<file path="src/rtl/food_placement_ctrl.sv">
`default_nettype none
// ============================================================================
// Module   : food_placement_ctrl
// Purpose  : Chooses a free playfield cell for the snake food. Free-running
//            LFSR coordinates are filtered to the playfield, snapped to the
//            cell grid and checked against the snake occupancy map. After
//            MAX_TRIES random collisions it falls back to a raster scan of
//            the whole grid, and reports either the committed food cell or a
//            full board.
// Ports    : clk1        - block clock
//            rst         - asynchronous active-high reset
//            req         - place-food request, sampled only while idle
//            rnd_x/rnd_y - LFSR coordinates, new value every cycle
//            occ_x/occ_y - registered occupancy query (cell aligned)
//            occ_hit     - same-cycle occupancy answer for occ_x/occ_y
//            xFood/yFood - committed food position (cell aligned)
//            food_valid  - xFood/yFood hold a placed food
//            busy        - placement in progress
//            done        - one-cycle pulse when food is committed
//            board_full  - sticky, no free cell found; cleared by next req
// Revision : 1.0 - initial release
// ============================================================================
module food_placement_ctrl #(
  parameter int X_MIN     = 144,
  parameter int X_MAX     = 783,
  parameter int Y_MIN     = 35,
  parameter int Y_MAX     = 514,
  parameter int GRID_LOG2 = 4,
  parameter int MAX_TRIES = 32
) (
  input  logic       clk1,
  input  logic       rst,
  input  logic       req,
  input  logic [9:0] rnd_x,
  input  logic [9:0] rnd_y,
  output logic [9:0] occ_x,
  output logic [9:0] occ_y,
  input  logic       occ_hit,
  output logic [9:0] xFood,
  output logic [9:0] yFood,
  output logic       food_valid,
  output logic       busy,
  output logic       done,
  output logic       board_full
);

  localparam int G_SIZE = 1 << GRID_LOG2;
  localparam int NX     = (X_MAX - X_MIN + 1) >> GRID_LOG2;
  localparam int NY     = (Y_MAX - Y_MIN + 1) >> GRID_LOG2;
  localparam int NCELLS = NX * NY;
  localparam int SCAN_W = (NCELLS > 1) ? $clog2(NCELLS) : 1;
  localparam int TRY_W  = (MAX_TRIES > 1) ? $clog2(MAX_TRIES) : 1;

  localparam logic [9:0]        c_x_min      = 10'(X_MIN);
  localparam logic [9:0]        c_y_min      = 10'(Y_MIN);
  // Last cell origin: a candidate must leave a full cell inside the field.
  localparam logic [9:0]        c_x_last     = 10'(X_MAX - G_SIZE + 1);
  localparam logic [9:0]        c_y_last     = 10'(Y_MAX - G_SIZE + 1);
  localparam logic [9:0]        c_g          = 10'(G_SIZE);
  localparam logic [9:0]        c_align_mask = ~10'(G_SIZE - 1);
  localparam logic [TRY_W-1:0]  c_try_last   = TRY_W'(MAX_TRIES - 1);
  localparam logic [SCAN_W-1:0] c_scan_last  = SCAN_W'(NCELLS - 1);

  typedef enum logic [2:0] {
    S_IDLE   = 3'd0,
    S_SAMPLE = 3'd1,
    S_CHECK  = 3'd2,
    S_SCAN   = 3'd3,
    S_COMMIT = 3'd4
  } state_t;

  state_t              r_state;
  state_t              w_state_nxt;
  logic [9:0]          r_occ_x;
  logic [9:0]          r_occ_y;
  logic [9:0]          r_food_x;
  logic [9:0]          r_food_y;
  logic                r_food_valid;
  logic                r_done;
  logic                r_board_full;
  logic [TRY_W-1:0]    r_tries;
  logic [SCAN_W-1:0]   r_scan_cnt;

  logic                w_in_range;
  logic [9:0]          w_cand_x;
  logic [9:0]          w_cand_y;
  logic                w_col_last;
  logic                w_row_last;
  logic [9:0]          w_next_x;
  logic [9:0]          w_next_y;

  logic                w_start;
  logic                w_load;
  logic                w_try_inc;
  logic                w_scan_clr;
  logic                w_scan_step;
  logic                w_full;
  logic                w_commit;

  // Candidate filter and grid snap (offset from the field origin, then drop
  // the sub-cell bits so the query always lands on a cell origin).
  assign w_in_range = (rnd_x >= c_x_min) && (rnd_x <= c_x_last) &&
                      (rnd_y >= c_y_min) && (rnd_y <= c_y_last);
  assign w_cand_x   = c_x_min + ((rnd_x - c_x_min) & c_align_mask);
  assign w_cand_y   = c_y_min + ((rnd_y - c_y_min) & c_align_mask);

  // Raster scan step: next column, wrapping to the next row, and the last
  // row wrapping back to the top so the scan covers every cell once.
  assign w_col_last = (r_occ_x >= c_x_last);
  assign w_row_last = (r_occ_y >= c_y_last);
  assign w_next_x   = w_col_last ? c_x_min : (r_occ_x + c_g);
  assign w_next_y   = w_col_last ? (w_row_last ? c_y_min : (r_occ_y + c_g)) : r_occ_y;

  always_ff @(posedge clk1 or posedge rst) begin
    if (rst) begin
      r_state <= S_IDLE;
    end else begin
      r_state <= w_state_nxt;
    end
  end

  always_comb begin
    w_state_nxt = r_state;
    w_start     = 1'b0;
    w_load      = 1'b0;
    w_try_inc   = 1'b0;
    w_scan_clr  = 1'b0;
    w_scan_step = 1'b0;
    w_full      = 1'b0;
    w_commit    = 1'b0;
    case (r_state)
      S_IDLE: begin
        if (req) begin
          w_start     = 1'b1;
          w_state_nxt = S_SAMPLE;
        end
      end
      S_SAMPLE: begin
        if (w_in_range) begin
          w_load      = 1'b1;
          w_state_nxt = S_CHECK;
        end
      end
      S_CHECK: begin
        if (!occ_hit) begin
          w_state_nxt = S_COMMIT;
        end else if (r_tries == c_try_last) begin
          w_scan_clr  = 1'b1;
          w_state_nxt = S_SCAN;
        end else begin
          w_try_inc   = 1'b1;
          w_state_nxt = S_SAMPLE;
        end
      end
      S_SCAN: begin
        if (!occ_hit) begin
          w_state_nxt = S_COMMIT;
        end else if (r_scan_cnt == c_scan_last) begin
          w_full      = 1'b1;
          w_state_nxt = S_IDLE;
        end else begin
          w_scan_step = 1'b1;
        end
      end
      S_COMMIT: begin
        w_commit    = 1'b1;
        w_state_nxt = S_IDLE;
      end
      default: begin
        w_state_nxt = S_IDLE;
      end
    endcase
  end

  always_ff @(posedge clk1 or posedge rst) begin
    if (rst) begin
      r_occ_x      <= '0;
      r_occ_y      <= '0;
      r_food_x     <= '0;
      r_food_y     <= '0;
      r_food_valid <= 1'b0;
      r_done       <= 1'b0;
      r_board_full <= 1'b0;
      r_tries      <= '0;
      r_scan_cnt   <= '0;
    end else begin
      r_done <= w_commit;
      if (w_start) begin
        r_food_valid <= 1'b0;
        r_board_full <= 1'b0;
        r_tries      <= '0;
      end
      if (w_load) begin
        r_occ_x <= w_cand_x;
        r_occ_y <= w_cand_y;
      end
      if (w_try_inc) begin
        r_tries <= r_tries + TRY_W'(1);
      end
      if (w_scan_clr) begin
        r_scan_cnt <= '0;
      end
      if (w_scan_step) begin
        r_occ_x    <= w_next_x;
        r_occ_y    <= w_next_y;
        r_scan_cnt <= r_scan_cnt + SCAN_W'(1);
      end
      if (w_full) begin
        r_board_full <= 1'b1;
      end
      if (w_commit) begin
        r_food_x     <= r_occ_x;
        r_food_y     <= r_occ_y;
        r_food_valid <= 1'b1;
      end
    end
  end

  assign occ_x      = r_occ_x;
  assign occ_y      = r_occ_y;
  assign xFood      = r_food_x;
  assign yFood      = r_food_y;
  assign food_valid = r_food_valid;
  assign done       = r_done;
  assign board_full = r_board_full;
  assign busy       = (r_state != S_IDLE);

endmodule
`default_nettype wire

</file>
<file path="config.mk">
export PLATFORM = sky130hd
export DESIGN_NAME = food_placement_ctrl
export DESIGN_NICKNAME = d
export VERILOG_FILES = /design/src/rtl/food_placement_ctrl.sv
export SDC_FILE = /design/constraint.sdc
export NUM_CORES = 1
export LEC_CHECK = 0
export CAP_MARGIN = 15
export CELL_PAD_IN_SITES_DETAIL_PLACEMENT = 1
export CELL_PAD_IN_SITES_GLOBAL_PLACEMENT = 1
export CORE_UTILIZATION = 40
export CTS_CLUSTER_SIZE = 25
export DETAILED_ROUTE_END_ITERATION = 10
export PLACE_DENSITY = 0.87
export REMOVE_ABC_BUFFERS = 1
export SYNTH_ARGS = -nofsm -noshare
export SYNTH_HDL_FRONTEND = slang
export SYNTH_SLANG_ARGS = --single-unit
</file>
<file path="constraint.sdc">
create_clock -name clk1 -period 4.1 [get_ports clk1]
set_clock_uncertainty 0.15 [all_clocks]
set_input_delay 0.82 -clock clk1 [delete_from_list [all_inputs] [get_ports clk1]]
set_output_delay 0.82 -clock clk1 [all_outputs]
set_load 0.02 [all_outputs]
</file>
# ---- Word level (Yosys, flattened, before mapping)
# Index checks and enable logic that the tools add are counted.
dict set report classes {
  add_sub_neg 8
  n_lt_le_gt_ge 6
  n_eq_ne 10
  muxes 38
  n_reduce_logical 12
}
# op n
set op_table {}
lappend op_table {{two-way mux 10 bit} 7}
lappend op_table {{two-way mux 11 bit} 2}
lappend op_table {{adder 10 x 5 -> 10 bit (second input constant)} 2}
lappend op_table {{two-way mux 1 bit} 20}
lappend op_table {{two-way mux 3 bit} 5}
lappend op_table {{case mux 3 bit (4 select lines)} 1}
lappend op_table {{adder 11 x 1 -> 11 bit (second input constant)} 1}
lappend op_table {{== test 11 bit (second input constant)} 1}
lappend op_table {{adder 6 x 10 -> 10 bit (first input constant)} 1}
lappend op_table {{adder 8 x 10 -> 10 bit (first input constant)} 1}
lappend op_table {{>= comparator 10 bit (second input constant)} 1}
lappend op_table {{>= comparator 10 x 6 -> 1 bit (second input constant)} 1}
lappend op_table {{>= comparator 10 x 8 -> 1 bit (second input constant)} 1}
lappend op_table {{>= comparator 10 x 9 -> 1 bit (second input constant)} 1}
lappend op_table {{<= comparator 10 bit (second input constant)} 1}
lappend op_table {{<= comparator 10 x 9 -> 1 bit (second input constant)} 1}
lappend op_table {{two-way mux 5 bit} 2}
lappend op_table {{nonzero test 2 bit} 5}
lappend op_table {{subtractor 10 x 6 -> 10 bit (second input constant)} 1}
lappend op_table {{subtractor 10 x 8 -> 10 bit (second input constant)} 1}
lappend op_table {{== test 3 x 2 -> 1 bit (second input constant)} 2}
lappend op_table {{!= test 2 bit (second input constant)} 3}
lappend op_table {{adder 5 x 1 -> 5 bit (second input constant)} 1}
lappend op_table {{== test 5 bit (second input constant)} 1}
lappend op_table {{9 further kinds} 11}
dict set report totals {
  regBits 62
  in_bits 24
  output_inout_bits 44
}

# ---- Longest topological paths before layout
# Gate-level depths: netlist of the first run.
dict set report logic_depth {
  ltp_word 8
  ltp_mapped 10
  ltp_nobuf 8
}

# ---- Least setup slack after synthesis of the first run
# No wires, ideal clock.
dict set report synth_timing {
  path_type {input port to flip-flop}
  start {in rnd_x[4]}
  end {reg r_occ_y[4] (netlist: occ_y[4])}
  setup_ns 0.128
  t_arrival_ns 2.456
  slack_ns 1.367
  path_stages 8
  path_cell_list {clkbuf_1 -> inv_1 -> ha_1 -> nand2b_1 -> a211oi_1 -> a21oi_1 -> a21oi_2 -> mux2_1}
}
dict set report synth_via {
  elab_chain_cells 8
  word_cells_on_any_way 9
  classes_between {2 x order compare; 2 x mux; 5 x reduce/logical}
}
# item line
set synth_lines {}
lappend synth_lines {{start: declaration} 34} ;# input logic [9:0] rnd_x,
lappend synth_lines {{>= comparator 10 x 8 -> 1 bit or <= comparator 10 bit (tied branches)} 102} ;# assign w_in_range = (rnd_x >= c_x_min) && (rnd_x <= c_x_last) &&
lappend synth_lines {{logical AND 1 bit (*) (2 in series)} 102}
lappend synth_lines {{logical AND 1 bit (*)} 103} ;# (rnd_y >= c_y_min) && (rnd_y <= c_y_last);
lappend synth_lines {{two-way mux 1 bit (*)} 139} ;# if (w_in_range) begin
lappend synth_lines {{two-way mux 1 bit (*)} 131} ;# case (r_state)
lappend synth_lines {{nonzero test 2 bit (no source line) (*)} -}
lappend synth_lines {{AND reduction 2 bit (no source line) (*)} -}
lappend synth_lines {{end signal: assignment} 195} ;# r_occ_y <= w_cand_y;
lappend synth_lines {{end signal: assignment} 205} ;# r_occ_y <= w_next_y;
lappend synth_lines {{end: declaration} 75} ;# logic [9:0] r_occ_y;
# Mark *: on every way between the ends. The rest lies on a longest branch, timed or not.
# A chain may end at the register's enable or synchronous reset.

# ---- Worst setup path after layout of the first run
# Ends and elaborated chain as after synthesis.

==> results of run 1 <==
-- Yosys cell counts, types with 3 or more instances --
cell and number:
xnor2_1 8, and3_1 3, o21ai_0 11, nand2_1 18
xor2_1 5, nor3_1 4, ha_1 9, buf_4 14
o31ai_1 4, mux2_2 14, o22ai_1 3, nand3_1 20
a32oi_1 3, nand2b_1 3, inv_1 8, o21ai_1 17
o211ai_1 4, a22o_1 3, nor2_1 21, a31oi_1 3
buf_2 9, nor2b_1 5, a21oi_1 11, nand4_1 4
dfrtp_1 48
-- area by class of cell --
cell class / count / share of cell area (%)
clock buffer: 5 / 1.96
sequential: 48 / 34.1
multi-input combinational: 222 / 41.5
clock inverter: 2 / 1.71
inverter: 8 / 0.853
timing repair buffer: 58 / 16.4
tap: 96 / 3.41
-- registers in the layout (all words and copies together), names as in the netlist --
| name | cells |
|---|---|
| r_scan_cnt | 11 |
| occ_y | 7 |
| yFood | 7 |
| occ_x | 6 |
| xFood | 6 |
| r_tries | 5 |
| r_state | 3 |
| board_full | 1 |
| done | 1 |
| food_valid | 1 |
-- logic make-up after synthesis --
kind of cell             after synthesis
AO/OA/AOI/OAI                         76
XOR/XNOR                              13
adder cells (fa/ha/maj)                9
buffers and inverters                 33
flip-flops                            48
multiplexers                          16
other                                  1
AND/OR/NAND/NOR                       96
-- worst max path at each step --
stage | start | endpoint | slack, ns | cells after the start
final | rnd_x[4] | occ_y[4] | 1.00 | 8
after global routing | rnd_x[4] | occ_y[4] | 0.79 | 8
after CTS | rnd_x[4] | occ_y[4] | 0.98 | 8
after detailed placement | rnd_x[4] | occ_y[4] | 0.65 | 8
after global placement | rnd_x[4] | occ_y[4] | 0.76 | 8
after floorplan | rnd_x[5] | occ_y[4] | 1.52 | 7
-- where the power goes --
part	total (mW)	internal (mW)	switching, mW	leakage [nW]
sequential	0.805	0.624	0.181	0.614
combinational	0.918	0.448	0.470	0.779
clock	0.405	0.240	0.165	0.0642
total	2.13	1.31	0.816	1.46
-- worst max-delay path, delay by kind of cell --
| family | cells | cell delay, ns |
|---|---|---|
| AO/OA/AOI/OAI | 3 | 0.87 |
| buffers and inverters | 2 | 0.72 |
| multiplexers | 1 | 0.36 |
| adder cells (fa/ha/maj) | 1 | 0.26 |
| AND/OR/NAND/NOR | 1 | 0.10 |
-- layer usage --
| metal | routed length (um) | track usage, % |
|---|---|---|
| met5 | 0 | 0 |
| met2 | 3730 | 36.4 |
| met3 | 185 | 2.50 |
| met4 | 98 | 6.21 |
| met1 | 3140 | 26.5 |
-- per-stage QoR --
stage / hold WS [ns] / setup slack [ns]
5_1_grt: 0.346 / 0.792
2_1_floorplan: 0.294 / 1.52
3_3_place_gp: 0.313 / 0.756
6_report: 0.328 / 1.00
3_5_place_dp: 0.316 / 0.651
4_1_cts: 0.335 / 0.984
==> summary.txt, run 1 <==
Logic synthesis
  – Mapped cell area: 2800 um2
  – Ys flop type: dfrtp_1
  – Post-Syn Area per Cell: 9.60 um2
  – Area leader, netlist: dfrtp_1
  – Number of distinct library cells after synthesis: 56
  – Post-Synth XOR/XNOR Area: 4.06%
  – FF+latch count, synth: 48
  – Post-synthesis simple-gate area fraction: 18.3%
  – YS warnings: 0
  – Number of enable flip-flop cells after synthesis: 0
  – Adder-Cell Fraction of Synth Area: 4.02%
  – Compound-cell area share of the yosys netlist: 17.6%
  – Share of the synthesized area in the top cell type: 42.8%
  – Largest family of logic cells by synthesized area: simple AND/OR/NAND/NOR gates
  – Ys async rst share: 100%
  – Gate count of the mapped netlist: 292
  – Post-synthesis mux area share: 6.43%
  – Area contributors post-synth: dfrtp_1 (43%), mux2_2 (5.6%), ha_1 (4.0%)
  – Post-synthesis sequential area ratio: 42.8%

Layout
  – Register Area: 1200 um2
  – P&R area growth vs syn: 25.5%
  – Most frequent cells in the layout: clkdlybuf4s50_1 (55), dfrtp_1 (48), nor2_1 (21)
  – Fill count: 780
  – Final instance area: 3520 um2
  – Core occupancy in the finished layout: 51.8%
  – Commonest non-fill, non-tap cell in the layout: clkdlybuf4s50_1
  – Post-route insts no fill: 439
  – Layout cell share with drive strength beyond 1: 10.2%
  – NumNets Final: 376
  – Ant. Diodes: 0
  – Area taken by multi-input logic gates: 1460 um2

STA
  – Least-Margin Pin Slew: 1.00 ns
  – Slew HR: 33.1%
  – Unrepaired setup endpoints after global routing: false
  – Min Tclk post-route: 3.10 ns
  – Endpoints failing hold: 0
  – Final setup violation count: 0
  – Setup TNS: 0 ns
  – Slew Viols, Final: 0
  – Period utilization: 75.6%
  – Peak Freq: 323 MHz

Detailed routing
  – Routed Antenna Nets: 0
  – Via count: 2,390
  – Drt pass-1 iters: 4
  – Iteration-0 DRC Markers: 91
  – DR vias/cell: 5.44
  – DRC: 0
  – Routed WL per cell: 16.3 um
  – Routed wire length: 7.15 mm

Power and ir drop
  – Power density over the cells: 605 nW/um2
  – IR drop worst, VDD: 0.181 mV
  – Static leakage: 1.46 nW
  – Total power: 2.13 mW

Floorplanning
  – I/O pins: 68
  – Die Wd: 85.7 um
  – Die area: 7350 um2
  – Initial Util: 41.3%
  – Cell Rows: 30
  – Core ar.: 6790 um2
  – Die H: 85.7 um

Place
  – HPWL Detailed: 5.19 mm
  – GPL Wtd Cong: 0.752
  – Placed inst area: 3380 um2
  – # port buffers: 55
  – Number of instances in the placed design: 431

Clocking
  – CTS tree: built
  – Post-CTS setup buffers: 0
  – CTS sink cnt: 48
  – Maximum clock path buffer count: 2
  – Hold_buf cts: 0
  – H-tree Lvls: 2
  – Clk slew on worst S/H paths: 0.09 ns
  – Total CTS buffers: 5
  – Clock Latency Late Sink: 0.31 ns
  – Root Buffer: clkbuf_8
  – Post-CTS resize count: 0

GRT
  – Largest net degree at the start of global routing: 49
  – First-pass GRT wire length: 12.0 mm
  – Number of global-route vias before repair: 2,439
  – GR Overflow Total: 0
  – Gr usage total: 20.6%
  – Initial antenna violation count: 0

Critical path
  – Crit Path Category: input pin to flip-flop
  – Critical R2R Capture: occ_y[9]
  – Critical Path Fanout Max: 10
  – Reg2reg setup slack: 1.54 ns
  – Startpoint Class: input pin
  – Crit Reg-Reg Startpoint: r_scan_cnt[0]
  – CP Cell Sequence: clkdlybuf4s50_1, inv_1, ha_1, nand2b_1, a211oi_1, a21oi_1, a21oi_2, mux2_1
  – Worst path max stage delay: 0.55 ns
  – Slowest stage cell on the critical path: clkdlybuf4s50_1
  – Worst path required time: 4.15 ns
  – Worst endpoint data arrival time: 3.15 ns
  – Cells on worst reg2reg path: 7
  – Crit path capture type: flip-flop

Worst hold path
  – Hold Path End: food_valid
  – Hold_sp: food_valid
  – Hold depth: 1
  – Hold Path Class: flip-flop to flip-flop

Run
  – Max-cap violations: 0

Run status
  – Status: complete, no violations
Power figures use the tool's default switching activity.
==> run 2: changes to the inputs <==
--- a/config.mk
+++ b/config.mk
@@ -8,10 +8,10 @@
 export CAP_MARGIN = 15
 export CELL_PAD_IN_SITES_DETAIL_PLACEMENT = 1
 export CELL_PAD_IN_SITES_GLOBAL_PLACEMENT = 1
-export CORE_UTILIZATION = 40
+export CORE_UTILIZATION = 38
 export CTS_CLUSTER_SIZE = 25
 export DETAILED_ROUTE_END_ITERATION = 10
-export PLACE_DENSITY = 0.87
+export PLACE_DENSITY = 0.84
 export REMOVE_ABC_BUFFERS = 1
 export SYNTH_ARGS = -nofsm -noshare
 export SYNTH_HDL_FRONTEND = slang
==> constraint.sdc (replaced) <==
create_clock -name clk1 -period 3.15 [get_ports clk1]
set_clock_uncertainty 0.15 [all_clocks]
set_input_delay 0.63 -clock clk1 [delete_from_list [all_inputs] [get_ports clk1]]
set_output_delay 0.63 -clock clk1 [all_outputs]
set_load 0.02 [all_outputs]
==> run 2 against run 1 <==
Clock-buffer cell count is 1 higher. Final area is 0.92% higher. Wire length is 1.1% higher. Via count is 1.7% higher. Clock power is 3% lower. Hold slack better by 0.0036 ns. Utilization is 0.65 points lower. Combinational power is 32% higher. Register-to-register slack worse by 0.88 ns. Critical endpoint is now occ_x[8].
==> summary.txt, run 2 (synthesized netlist as in run 1, its figures left out) <==
Critical path
  – Critical Path Fanout Max: 12
  – Crit path capture type: flip-flop
  – Cells on worst reg2reg path: 7
  – Critical R2R Capture: occ_y[9]
  – Bufs and invs on worst path: 2
  – Reg2reg setup slack: 0.66 ns
  – Worst path required time: 3.20 ns
  – Worst path max stage delay: 0.42 ns
  – Delay-heaviest family, CP: compound AO/OA/AOI/OAI gates
  – Startpoint Class: input pin
  – Worst endpoint data arrival time: 2.79 ns
  – Crit Reg-Reg Startpoint: r_scan_cnt[0]
  – Slowest stage cell on the critical path: clkdlybuf4s50_1
  – CP Cell Sequence: clkdlybuf4s50_1, inv_1, ha_1, nand2b_1, a211oi_1, a21oi_1, nand2_1, o22ai_1, a31o_2
  – Crit Path Category: input pin to flip-flop

Power and ir drop
  – Power density over the cells: 746 nW/um2
  – IR drop worst, VDD: 0.196 mV
  – Static leakage: 1.48 nW

Layout
  – Layout cell share with drive strength beyond 1: 12.7%
  – Fill count: 804
  – Largest Register: r_scan_cnt
  – Max FFs per register: 11
  – P&R area growth vs syn: 26.6%
  – Commonest non-fill, non-tap cell in the layout: clkdlybuf4s50_1
  – NumNets Final: 385
  – Ant. Diodes: 0
  – Most frequent cells in the layout: clkdlybuf4s50_1 (55), dfrtp_1 (48), nor2_1 (21)

STA
  – Least-Margin Pin Slew: 0.632 ns
  – Period utilization: 86.9%
  – Peak Freq: 365 MHz
  – Final WS setup: 0.412 ns
  – Final setup violation count: 0
  – Endpoints failing hold: 0
  – Slew HR: 57.7%
  – Unrepaired setup endpoints after global routing: false
  – Setup TNS: 0 ns
  – Min Tclk post-route: 2.74 ns
  – Slew Viols, Final: 0

Clocking
  – Root Buffer: clkbuf_8
  – Maximum clock path buffer count: 2
  – H-tree Lvls: 2
  – CTS tree: built
  – Clock Latency Late Sink: 0.31 ns
  – Clk slew on worst S/H paths: 0.10 ns
  – Hold_buf cts: 0
  – Post-CTS setup buffers: 0
  – CTS sink cnt: 48
  – Total CTS buffers: 5
  – Post-CTS resize count: 0

GRT
  – GRT met3 Usage: 3.58%
  – First-pass GRT wire length: 12.2 mm
  – Number of global-route vias before repair: 2,523
  – Gr usage total: 20.4%
  – Initial antenna violation count: 0
  – Largest net degree at the start of global routing: 49
  – Met2 Use GR: 35.8%
  – Most Used Layer, Global Route: met2
  – Met1 Use GR: 25.3%
  – GR Overflow Total: 0

Detailed routing
  – DRC: 0
  – Routed Antenna Nets: 0
  – Via count: 2,431
  – DR vias/cell: 5.41
  – Routed WL per cell: 16.1 um
  – Drt pass-1 iters: 4
  – Routed wire length: 7.23 mm
  – Iteration-0 DRC Markers: 70

Floorplanning
  – Core ar.: 6940 um2
  – I/O pins: 68
  – Die Wd: 87.9 um
  – Die area: 7730 um2
  – Die H: 87.9 um
  – Cell Rows: 30
  – Initial Util: 40.4%

Run status
  – Status: complete, no violations

Worst hold path
  – Hold Path Class: flip-flop to flip-flop
  – Hold depth: 1
  – Hold_sp: food_valid
  – Hold Path End: food_valid

Place
  – HPWL Detailed: 5.34 mm
  – Place WS: 0.130 ns
  – GPL Wtd Cong: 0.773
  – # port buffers: 55

Run
  – Max-cap violations: 0
## run 2: cell count changes in the layout (fill, tap and decap cells not counted), sizes merged
cell,previous run,this run
buf,3,12
bufinv,2,0
clkbuf,5,6
clkinvlp,0,2
## run 2: layout make-up
cell class                 instances  area (um2)  share of cell area (%)
multi-input combinational        222        1460                    41.2
timing repair buffer              67         641                    18.0
clock inverter                     2        15.0                   0.423
tap                               96         120                    3.38
inverter                           8        30.0                   0.846
sequential                        48        1200                    33.8
clock buffer                       6        82.6                    2.33
## run 2: how the worst max path moves through the flow
| stage | cells after the start | endpoint | from |
|---|---|---|---|
| floorplan | 6 | occ_y[4] | r_scan_cnt[0] |
| finish | 9 | occ_x[8] | rnd_x[5] |
| global placement | 9 | occ_x[8] | rnd_x[5] |
| global route | 9 | occ_x[8] | rnd_x[5] |
| CTS | 9 | occ_x[8] | rnd_x[5] |
| detailed placement | 9 | occ_x[8] | rnd_x[5] |
## run 2: per-layer routing
| metal | routed length (um) | share of wire [%] | vias up |
|---|---|---|---|
| li1 | - | - | 1157 |
| met1 | 3190 | 44 | 1219 |
| met2 | 3750 | 52 | 43 |
| met3 | 153 | 2.1 | 12 |
| met4 | 131 | 1.8 | 0 |
| met5 | 0 | 0 | - |
## run 2: where the power goes
part	internal (mW)	switching [mW]	total, mW
clock	0.178	0.216	0.394
sequential	0.812	0.236	1.05
combinational	0.595	0.612	1.21
total	1.58	1.06	2.65
## run 2: metrics by stage
step | power [mW] | area (um2) | util [%] | cells | hold WS [ns]
CTS | 2.67 | 3550 | 51.1 | 449 | 0.339
finish | 2.65 | 3550 | 51.1 | 449 | 0.332
floorplan | 1.67 | 2690 | - | 278 | 0.294
global placement | 2.20 | 3450 | 49.7 | 441 | 0.311
global route | 2.81 | 3550 | 51.1 | 449 | 0.369
detailed placement | 2.26 | 3450 | 49.7 | 441 | 0.319
